[src/rtl/dmem_access_ctrl.sv]
// dmem_access_ctrl: sequences the MEM stage's one-cycle load/store request
// into a fixed-latency access on the single-port data memory. It stalls the
// pipeline until the access completes and registers load data for MEM/WB.
// Optional feature macro: DMEM_LOADER_PORT_EN adds a program/data loader port
// that shares the memory at lower priority than the pipeline.
module dmem_access_ctrl #(
    parameter int LATENCY = 2,
    parameter int CNT_W   = 4
) (
    input  logic        clk,
    input  logic        rst,
    input  logic        p_read,
    input  logic        p_write,
    input  logic [31:0] p_addr,
    input  logic [31:0] p_wdata,
    output logic [31:0] p_rdata,
    output logic        stall,
    output logic [31:0] m_addr,
    output logic [31:0] m_wdata,
    output logic        m_read,
    output logic        m_write,
`ifdef DMEM_LOADER_PORT_EN
    input  logic        l_req,
    input  logic        l_we,
    input  logic [31:0] l_addr,
    input  logic [31:0] l_wdata,
    output logic        l_gnt,
    output logic        l_done,
    output logic [31:0] l_rdata,
`endif
    input  logic [31:0] m_rdata
);

    typedef enum logic [1:0] {
        IDLE,
        P_ACC,
        P_DONE
`ifdef DMEM_LOADER_PORT_EN
        ,
        L_ACC
`endif
    } state_t;

    localparam logic [CNT_W-1:0] CNT_LOAD = CNT_W'(LATENCY - 1);

    state_t           state;
    state_t           next_state;
    logic [CNT_W-1:0] cnt;
    logic             cnt_zero;
    logic             p_req;
    logic             take_p;
    logic             in_acc;
    logic [31:0]      acc_addr;
    logic [31:0]      acc_wdata;
    logic             acc_rd;
    logic             acc_wr;
`ifdef DMEM_LOADER_PORT_EN
    logic             take_l;
    logic [31:0]      l_rdata_q;
`endif

    assign p_req    = p_read | p_write;
    assign cnt_zero = (cnt == '0);

`ifdef DMEM_LOADER_PORT_EN
    assign in_acc = (state == P_ACC) || (state == L_ACC);
`else
    assign in_acc = (state == P_ACC);
`endif

    // Stall is combinational so the pipeline freezes in the very cycle the
    // request shows up; only the release cycle lets the instruction leave.
    assign stall   = p_req & (state != P_DONE);

    // Memory strobes come from the state register, so an asynchronous reset
    // removes them at once and an unfinished write is simply abandoned.
    assign m_read  = in_acc & acc_rd;
    assign m_write = in_acc & acc_wr;
    assign m_addr  = acc_addr;
    assign m_wdata = acc_wdata;

`ifdef DMEM_LOADER_PORT_EN
    // Grant only from IDLE with no pipeline request; held low during reset.
    assign l_gnt   = ~rst & (state == IDLE) & ~p_req & l_req;
    assign l_done  = (state == L_ACC) & cnt_zero;
    assign l_rdata = (l_done & acc_rd) ? m_rdata : l_rdata_q;
`endif

    // Next-state logic: pipeline first, then loader; release cycle always idles.
    always_comb begin
        next_state = state;
        take_p     = 1'b0;
`ifdef DMEM_LOADER_PORT_EN
        take_l     = 1'b0;
`endif
        case (state)
            IDLE: begin
                if (p_req) begin
                    next_state = P_ACC;
                    take_p     = 1'b1;
                end
`ifdef DMEM_LOADER_PORT_EN
                else if (l_req) begin
                    next_state = L_ACC;
                    take_l     = 1'b1;
                end
`endif
            end
            P_ACC: begin
                if (cnt_zero) next_state = P_DONE;
            end
            P_DONE: begin
                next_state = IDLE;
            end
`ifdef DMEM_LOADER_PORT_EN
            L_ACC: begin
                if (cnt_zero) next_state = IDLE;
            end
`endif
            default: begin
                next_state = IDLE;
            end
        endcase
    end

    // State register.
    always_ff @(posedge clk or posedge rst) begin
        if (rst) state <= IDLE;
        else     state <= next_state;
    end

    // Latch the winning request and run the latency counter down to zero.
    always_ff @(posedge clk or posedge rst) begin
        if (rst) begin
            cnt       <= '0;
            acc_addr  <= '0;
            acc_wdata <= '0;
            acc_rd    <= 1'b0;
            acc_wr    <= 1'b0;
        end else if (take_p) begin
            cnt       <= CNT_LOAD;
            acc_addr  <= p_addr;
            acc_wdata <= p_wdata;
            acc_wr    <= p_write;
            acc_rd    <= p_read & ~p_write;
        end
`ifdef DMEM_LOADER_PORT_EN
        else if (take_l) begin
            cnt       <= CNT_LOAD;
            acc_addr  <= l_addr;
            acc_wdata <= l_wdata;
            acc_wr    <= l_we;
            acc_rd    <= ~l_we;
        end
`endif
        else if (in_acc && !cnt_zero) begin
            cnt <= cnt - CNT_W'(1);
        end
    end

    // Capture pipeline load data on the final access cycle; hold otherwise.
    always_ff @(posedge clk or posedge rst) begin
        if (rst)                                        p_rdata <= '0;
        else if ((state == P_ACC) && cnt_zero && acc_rd) p_rdata <= m_rdata;
    end

`ifdef DMEM_LOADER_PORT_EN
    // Keep the last loader read value after the done pulse.
    always_ff @(posedge clk or posedge rst) begin
        if (rst)                                         l_rdata_q <= '0;
        else if ((state == L_ACC) && cnt_zero && acc_rd) l_rdata_q <= m_rdata;
    end
`endif

endmodule

[config.mk]
export PLATFORM = sky130hd
export DESIGN_NAME = dmem_access_ctrl
export DESIGN_NICKNAME = d
export VERILOG_FILES = /design/src/rtl/dmem_access_ctrl.sv
export SDC_FILE = /design/constraint.sdc
export NUM_CORES = 1
export LEC_CHECK = 0
export ABC_CLOCK_PERIOD_IN_PS = 2880
export BUFFER_PORTS_ARGS = -buffer_cell sky130_fd_sc_hd__buf_2
export CAP_MARGIN = 20
export CORE_ASPECT_RATIO = 1.75
export CORE_MARGIN = 10
export CORE_UTILIZATION = 42
export CTS_CLUSTER_DIAMETER = 30
export CTS_CLUSTER_SIZE = 40
export DETAILED_ROUTE_END_ITERATION = 8
export GPL_ROUTABILITY_DRIVEN = 0
export PLACE_DENSITY = 0.77
export RECOVER_POWER = 25
export REMOVE_ABC_BUFFERS = 1
export SYNTH_ARGS = -nofsm -noshare
export SYNTH_HDL_FRONTEND = slang
export SYNTH_SLANG_ARGS = --single-unit
[constraint.sdc]
create_clock -name clk -period 2.88 [get_ports clk]
set_input_delay 0 -clock clk [delete_from_list [all_inputs] [get_ports clk]]
set_output_delay 0 -clock clk [all_outputs]
set_load 0.05 [all_outputs]
== After elaboration in Yosys (flattened, before gate mapping) ==
Cells that the tools add are included.
Word-level totals
  bits in registers: 104
  input port bits: 100
  output and inout port bits: 99
  logic and storage cells: 33
Cells by class
  add/subtract/negate cells: 1
  eq/ne operators: 4
  multiplexer cells: 7
  bitwise logic cells: 6
  reduce and logical (&&, ||, !) cells: 8
Operator list (number)
  2-to-1 mux 4 bit: 2
  != test 2 bit (second input constant): 3
  AND 1 bit: 4
  logical NOT 4 bit: 1
  2-to-1 mux 2 bit: 2
  case mux 2 bit (2 select lines): 1
  subtractor 4 x 1 -> 4 bit (second input constant): 1
  logical AND 1 bit: 3
  equality test 2 x 1 -> 1 bit (second input constant): 1
  logical NOT 2 bit: 1
  2-to-1 mux 1 bit: 2
  AND reduction 2 bit: 1
  nonzero test 2 bit: 1
  logical NOT 1 bit: 1
  NOT 1 bit: 1
  bitwise OR 1 bit: 1

== Logic depth before layout (Yosys ltp) ==
Gate-level depths: netlist (run 1).
  depth in word-level cells: 5
  gate-level depth with buffers: 7
  mapped depth without buffers: 5

== Worst setup path before layout (run 1) ==
Ideal clock, no wire load.
  path kind: flip-flop to flip-flop
  start: register cnt[0]
  end: register p_rdata[0]
  setup time: 125 ps
  data arrival time: 1606 ps
  data required time: 2755 ps
  path slack: 1149 ps
  stages on the path, launching flop included: 8
  buffers on the path: 2
  clock period less this slack: 1731 ps
  cell sequence: dfrtp_1 -> inv_1 -> ha_1 -> nor3b_1 -> and3_1 -> buf_4 -> buf_6 -> mux2_4
On the way
  word-level cells in the longest chain between the ends: 3
Ends and longest elaborated chain
  from (decl): line 48  | logic [CNT_W-1:0] cnt;
  from (signal assigned): line 157  | cnt <= cnt - CNT_W'(1);
  logical NOT 4 bit: line 63  | assign cnt_zero = (cnt == '0);
  logical AND 1 bit (2 in a row): line 164  | else if ((state == P_ACC) && cnt_zero && acc_rd) p_rdata <= m_rdata;
  to (signal assigned): line 164
  to (decl): line 16  | output logic [31:0] p_rdata,
Every way passes these cells.
A chain may end at the register's enable or synchronous reset.

== Final worst setup path (run 1) ==
  start: register cnt[0]
  end: register p_rdata[9]
The elaborated chain is that of the path after synthesis.

==> results of run 1 <==
==> through the flow <==
stage | util (%) | TNS, ns
2_1_floorplan | - | -50.30
3_3_place_gp | 54.9 | 0
3_5_place_dp | 54.9 | 0
4_1_cts | 68.7 | 0
5_1_grt | 68.7 | 0
6_report | 68.7 | 0
==> cells in the mapped netlist <==
master / instances / area, µm²
buf_4: 4 / 30.0
mux2_2: 66 / 743
ha_1: 2 / 25.0
a22o_1: 1 / 8.76
a21o_1: 1 / 7.51
dfrtp_1: 104 / 2600
nor2_1: 3 / 11.3
or3b_2: 1 / 8.76
or4_1: 1 / 7.51
nor2b_1: 1 / 6.26
nand2_1: 1 / 3.75
buf_6: 3 / 33.8
or3_1: 1 / 6.26
o21ai_0: 3 / 15.0
and3_1: 2 / 12.5
nand2b_1: 1 / 6.26
buf_2: 4 / 20.0
and2_1: 2 / 12.5
nor3b_1: 1 / 7.51
inv_1: 5 / 18.8
nor3_1: 5 / 25.0
a21oi_1: 6 / 30.0
mux2i_1: 1 / 10.0
nor2b_4: 1 / 13.8
nor3_2: 1 / 10.0
mux2_4: 30 / 450
==> area by class of cell <==
| type | instances | area, µm² | share of cell area [%] |
|---|---|---|---|
| Multi-Input combinational cell | 131 | 1430 | 21.8 |
| Clock inverter | 6 | 67.6 | 1.03 |
| Sequential cell | 104 | 2600 | 39.8 |
| Antenna cell | 2 | 5.00 | 0.0765 |
| Inverter | 5 | 20.0 | 0.306 |
| Clock buffer | 10 | 239 | 3.65 |
| Timing Repair Buffer | 304 | 2030 | 31.0 |
| Tap cell | 122 | 153 | 2.33 |
==> metal layers <==
| layer | wire [µm] | up-vias |
|---|---|---|
| met4 | 587 | 0 |
| met3 | 766 | 37 |
| met1 | 4100 | 1620 |
| met5 | 0 | - |
| li1 | - | 1490 |
| met2 | 7780 | 122 |
==> sequential cells by signal, indices dropped and copies added, names as in the netlist <==
| register | flops |
|---|---|
| p_rdata | 32 |
| acc_rd | 1 |
| state | 2 |
| m_wdata | 32 |
| m_addr | 32 |
| cnt | 4 |
| acc_wr | 1 |
==> power by group <==
part           internal (mW)  switching [mW]
Sequential              2.21           0.427
Combinational           1.60            3.60
Clock                  0.701           0.542
Total                   4.51            4.57
==> worst max path at each step <==
stage / start / end / slack [ns] / cells after the start
2_1_floorplan: state[1] / m_addr[0] / -0.76 / 2
3_3_place_gp: cnt[0] / p_rdata[30] / 0.80 / 6
3_5_place_dp: cnt[0] / p_rdata[9] / 0.65 / 6
4_1_cts: cnt[0] / p_rdata[9] / 0.65 / 6
5_1_grt: cnt[1] / p_rdata[9] / 0.44 / 6
6_report: cnt[0] / p_rdata[9] / 0.63 / 6
==> kinds of logic after synthesis <==
group           Yosys count
simple gates             21
buf+inv                  16
flops                   104
compound gates           11
mux                      97
fa+ha+maj                 2
==> placed cells by master, fill, tap and decap left out, drive strengths merged <==
cell / n
dfrtp: 104
nand2: 1
or3: 1
bufinv: 1
clkinv: 2
dlygate4sd3: 100
a21oi: 6
and3: 2
a21o: 1
nand2b: 1
or4: 1
mux2i: 1
mux2: 96
clkbuf: 31
nor2: 3
a22o: 1
clkinvlp: 3
nor3b: 1
diode: 2
nor2b: 2
inv: 5
o21ai: 3
and2: 2
nor3: 6
buf: 183
or3b: 1
ha: 2
==> timing repair <==
item                                   CTS  global route
hold buffers                           100             0
buffers inserted                         0             0
endpoints found under the hold margin  182             0
==> worst max-delay path, delay by kind of cell (launching register included) <==
| family | cells | cell delay, ns |
|---|---|---|
| DFF | 1 | 0.40 |
| adders and majority gates | 1 | 0.21 |
| and+or+nand+nor | 2 | 0.74 |
| buffers and inverters | 2 | 0.45 |
| muxes | 1 | 0.33 |
==> summary.md, run 1 <==
| Metric | Value |
|---|---|
| Slew at the pin closest to its max-slew limit | about 1.8 ns |
| CP arrival | 2.48 ns |
| CTS Buf Count | 9 |
| Netlist cell types | 26 |
| WHS Endpoint | p_rdata[6] |
| Met3 Use GR | 4.66% |
| CP peak stage delay | 0.47 ns |
| Pwr dens | 1390 nW/µm² |
| Starting DRT DRC Count | 84 |
| TritonCTS Sinks | between 100 and 150 |
| Final hold viol count | 0 |
| Final Cell Area | 6550 µm² |
| Via count | approximately 3.3k |
| Final WL | 13200 µm |
| I/O pin count | 199 |
| Hold Crit Depth | 3 |
| Clock latency on the worst-skew pair | ~0.34 ns |
| Peak VDD IR | 814 µV |
| Die Ht | 151 µm |
| Hold Startpoint | m_rdata[6] |
| R2R depth | 6 |
| CTS H-tree lvls | 3 |
| Crit path kind | reg -> reg |
| DRC violations left | 0 |
| Post-Synth Simple-Gate Area | 3.18% |
| Mapped Area | 4130 µm² |
| Most used routing layer | met2 |
| Starting Density | between 40% and 50% |
| Max Slew Vio Count | 39 |
| Period utilisation layout | 78.2% |
| Layout area overhead | 58.6% |
| Drt first pass iters | 4 |
| Mean Syn Cell Area | 16.4 µm² |
| Grt total ovfl | 0 |
| Yosys reg bits | 104 |
| Leak pwr | 3.15 nW |
| Slew margin rel. | -18.7% |
| Failing checks | capacitance limit, slew limit |
| Die Span X | ~95 µm |
| Layout net count | 657 |
| Vias per Instance | about 4.8 |
| Worst Path Required | 3.11 ns |
| CTS tree | yes |
| Site row count | 47 |
| Setup WS post-layout | 0.628 ns |
| Adder-cell area share of the yosys netlist | 0.606% |
| Syn. warnings | 0 |
| Largest net degree at the start of global routing | 86 |
| # fillers | about 680 |
| Mux share of post-synthesis cell area | between 20% and 30% |
| Max-cap violations | 1 |
| Crit-path max FO | 12 |
| Placed Cells incl. Taps | 565 |
| Pre-CTS WS | 0.647 ns |
| Layout cell share with drive strength beyond 1 | 53.6% |
| Met2 Use GR | between 30% and 40% |
| Root Buffer | clkbuf_16 |
| M1 GR Usage | approximately 17% |
| CTS resizes | 0 |
| Worst Hold Class | in -> reg |
| Antenna viol nets, final | 0 |
| Port bufs | just under 200 |
| Main combinational cell family by area after synthesis | multiplexers |
| Post-Synthesis Cells | 251 |
| Clock-pin slew on the worst setup and hold paths | 0.07 ns |
| Setup-failing EPs final | 0 |
| Tmin final | 2.25 ns |
| Critical-path cell list | inv_1 > ha_1 > nor3b_1 > and3_2 > buf_4 > mux2_4 |
| Die area | 14300 µm² |
| Capture point of the worst reg-to-reg path | p_rdata[9] |
| Synth Area in Compound Gates | 1.49% |
| CTS max path bufs | 2 |
| Hold_ws | approximately 0.42 ns |
| Tot GR Track Use | 18.5% |
| Initial antenna violation count | 1 |
| WL/cell | 19.4 µm |
| Synth Area in XOR/XNOR | 0% |
| Seq/Total Area, Yosys | 63.1% |
| Fmax | between 0.4 and 0.5 GHz |
| Worst r2r src | cnt[0] |
| Fin cells | 684 |
| Startpoint type of the worst setup path | flop |
| Setup Skew | 0.00828 ns |
| Cell Area, Placed | 5230 µm² |
| CP max-delay cell | and3_2 |
| First-pass GRT wire length | 20300 µm |
| RSZ-0062 raised after global routing | no |
| Vias in the first global route | ~3.8k |
| Core ar. | 9530 µm² |
| Worst Setup End Kind | flop |
| Outcome | complete, but fails checks |
| DPL Wire Length | 8810 µm |
| R2r setup slk | 0.63 ns |
| Overall power | roughly 9.1 mW |
Power figures use the tool's default switching activity.
==> run 2, diff against run 1 <==
--- a/config.mk
+++ b/config.mk
@@ -5,17 +5,17 @@
 export SDC_FILE = /design/constraint.sdc
 export NUM_CORES = 1
 export LEC_CHECK = 0
-export ABC_CLOCK_PERIOD_IN_PS = 2880
+export ABC_CLOCK_PERIOD_IN_PS = 2200
 export BUFFER_PORTS_ARGS = -buffer_cell sky130_fd_sc_hd__buf_2
 export CAP_MARGIN = 20
 export CORE_ASPECT_RATIO = 1.75
 export CORE_MARGIN = 10
-export CORE_UTILIZATION = 42
+export CORE_UTILIZATION = 46
 export CTS_CLUSTER_DIAMETER = 30
 export CTS_CLUSTER_SIZE = 40
 export DETAILED_ROUTE_END_ITERATION = 8
 export GPL_ROUTABILITY_DRIVEN = 0
-export PLACE_DENSITY = 0.77
+export PLACE_DENSITY = 0.8
 export RECOVER_POWER = 25
 export REMOVE_ABC_BUFFERS = 1
 export SYNTH_ARGS = -nofsm -noshare
==> constraint.sdc (replaced) <==
create_clock -name clk -period 2.2 [get_ports clk]
set_input_delay 0 -clock clk [delete_from_list [all_inputs] [get_ports clk]]
set_output_delay 0 -clock clk [all_outputs]
set_load 0.05 [all_outputs]
==> run 2 against run 1 <==
Register-to-register slack lost 0.36 ns. Die area down 7.2%. Total power increased by 31%. Global-route usage is 1.5 points higher. Combinational power rose by 32%. Highest routed layer unchanged. Sequential share of layout area about the same. Maximum frequency rose by 16%. Utilization up 6.4 points. Worst setup slack worse by 0.36 ns. The flow now finishes without violations. First-iteration DRC count is 33% higher.
==> summary.md, run 2 (synthesis results as in run 1) <==
| Metric | Value |
|---|---|
| Port bufs | 198 (unchanged) |
| Vias per Instance | 4.78 (about the same) |
| Core ar. | 8730 µm² (was 9530 µm²) |
| Layout cell share with drive strength beyond 1 | 51.7% (was 53.6%) |
| Tot GR Track Use | 20.0% (was 18.5%) |
| Setup WS post-layout | 0.265 ns (was 0.628 ns) |
| Layout net count | 656 (was 657) |
| Antenna viol nets, final | 0 (unchanged) |
| Starting DRT DRC Count | 112 (was 84) |
| Startpoint type of the worst setup path | flop (unchanged) |
| Final hold viol count | 0 (unchanged) |
| Most frequent cells in the layout | 169 x buf_2, 104 x dfrtp_1, 100 x dlygate4sd3_1, 66 x mux2_2, 31 x clkbuf_1 (was 177 x buf_2, 104 x dfrtp_1, 100 x dlygate4sd3_1, 66 x mux2_2, 30 x mux2_4) |
| Most common cell after layout, fill and taps aside | buf_2 (unchanged) |
| WL/cell | 19.8 µm (was 19.4 µm) |
| Setup Skew | 0.00928 ns (was 0.00828 ns) |
| DRC violations left | 0 (unchanged) |
| Critical Path End | p_rdata[27] (was p_rdata[9]) |
| I/O pin count | 199 (unchanged) |
| Top delay family on crit path | simple AND/OR/NAND/NOR gates (unchanged) |
| Critical-path cell list | inv_1 > ha_1 > nor3b_1 > and3_2 > buf_12 > mux2_4 (was inv_1 > ha_1 > nor3b_1 > and3_2 > buf_4 > mux2_4) |
| TritonCTS Sinks | 104 (unchanged) |
| Peak VDD IR | 1090 µV (was 814 µV) |
| Leak pwr | 3.13 nW (was 3.15 nW) |
| Drt first pass iters | 4 (unchanged) |
| CP arrival | 2.15 ns (was 2.48 ns) |
| R2R depth | 6 (unchanged) |
| Fmax | 0.517 GHz (was 0.444 GHz) |
| Die area | 13300 µm² (was 14300 µm²) |
| CTS Buf Count | 9 (unchanged) |
| Slew margin rel. | 33.7% (was -18.7%) |
| Starting Density | 47.3% (was 43.3%) |
| Grt total ovfl | 0 (unchanged) |
| Clock-pin slew on the worst setup and hold paths | 0.07 ns (about the same) |
| Setup-failing EPs final | 0 (unchanged) |
| Pwr dens | 1820 nW/µm² (was 1390 nW/µm²) |
| CP startpoint | cnt[0] (unchanged) |
| Initial antenna violation count | 5 (was 1) |
| Root Buffer | clkbuf_16 (unchanged) |
| Worst Hold Class | in -> async (was in -> reg) |
| First-pass GRT wire length | 20800 µm (was 20300 µm) |
| Final WL | 13500 µm (was 13200 µm) |
| Crit path kind | reg -> reg (unchanged) |
| Worst Setup End Kind | flop (unchanged) |
| CP max-delay cell | dfrtp_1 (was and3_2) |
| CTS resizes | 0 (unchanged) |
| DPL Wire Length | 8460 µm (was 8810 µm) |
| Layout area overhead | 58.8% (was 58.6%) |
| CP peak stage delay | 0.40 ns (was 0.47 ns) |
| Worst r2r src | cnt[0] (unchanged) |
| Tmin final | 1.94 ns (was 2.25 ns) |
| Period utilisation layout | 88.0% (was 78.2%) |
| Vias in the first global route | 3857 (was 3800) |
| Die Ht | 145 µm (was 151 µm) |
| CP Buf/Inv Count | 2 (unchanged) |
| Max Slew Vio Count | 0 (was 39) |
| Post-CTS setup buffer count | 0 (unchanged) |
| Outcome | finished, final reports clean (was complete, but fails checks) |
| # fillers | 535 (was 676) |
| Worst Path Required | 2.42 ns (was 3.11 ns) |
| Via count | 3256 (was 3269) |
| R2r setup slk | 0.26 ns (was 0.63 ns) |
| Clock latency on the worst-skew pair | 0.34 ns (about the same) |
| Slew at the pin closest to its max-slew limit | 0.993 ns (was 1.77 ns) |
| CTS H-tree lvls | 3 (unchanged) |
| Die Span X | 91.6 µm (was 94.9 µm) |
| Crit-path max FO | 17 (was 12) |
| Pre-CTS WS | 0.307 ns (was 0.647 ns) |
| Max-cap violations | 0 (was 1) |
| Site row count | 45 (was 47) |
| RSZ-0062 raised after global routing | no (unchanged) |
| Capture point of the worst reg-to-reg path | p_rdata[27] (was p_rdata[9]) |
| Hold_buf cts | 100 (unchanged) |
| CTS tree | yes (unchanged) |
| Overall power | 11.9 mW (was 9.08 mW) |
| CTS max path bufs | 2 (unchanged) |
| CP Depth | 6 (unchanged) |
| Largest net degree at the start of global routing | 57 (was 86) |
[run 2: layer usage]
layer / vias up / global-route usage, % / part of all wire, %
met4: 0 / 12.7 / 5.0
met1: 1597 / 17.2 / 31
met2: 128 / 38.3 / 59
met3: 41 / 5.16 / 5.5
met5: - / 0 / 0
li1: 1490 / - / -
[run 2: worst min-delay path: stages]
cell           delay [ns]
dlygate4sd3_1        0.53
clkbuf_1             0.11
inv_2                0.72
[run 2: layout make-up]
class                   count  area [µm²]  area share [%]
diodes                      5        12.5           0.191
clock buffers              13         260            3.97
clock inverters             3        40.0           0.611
inverters                   5        18.8           0.286
multi-input cells         131        1430            21.8
flip-flops and latches    104        2600            39.7
well taps                 117         146            2.23
repair buffers            303        2040            31.2
[run 2: worst min-delay path by stage]
stage / startpoint / endpoint / depth (start not counted)
final: rst / p_rdata[14] / 3
after CTS: rst / p_rdata[14] / 3
after global routing: m_rdata[11] / p_rdata[11] / 3
after floorplan: p_write / acc_rd / 1
after global placement: rst / p_rdata[14] / 2
after detailed placement: rst / p_rdata[14] / 2
[run 2: power by group]
part	total (mW)	internal, mW	switching [mW]
clock network	1.60	0.942	0.660
logic	6.84	2.11	4.73
registers	3.47	2.89	0.574
total	11.9	5.95	5.96
[run 2: metrics by stage]
| stage | area (µm²) | hold slack, ns | setup TNS (ns) | std cells | util [%] |
|---|---|---|---|---|---|
| 5_1_grt | 6550 | 0.427 | 0 | 681 | 75.1 |
| 6_report | 6550 | 0.427 | 0 | 681 | 75.1 |
| 3_3_place_gp | 5280 | 0.107 | 0 | 560 | 60.5 |
| 2_1_floorplan | 4040 | 0.0857 | -164.54 | 240 | - |
| 4_1_cts | 6580 | 0.300 | 0 | 676 | 75.4 |
| 3_5_place_dp | 5280 | 0.122 | 0 | 560 | 60.5 |
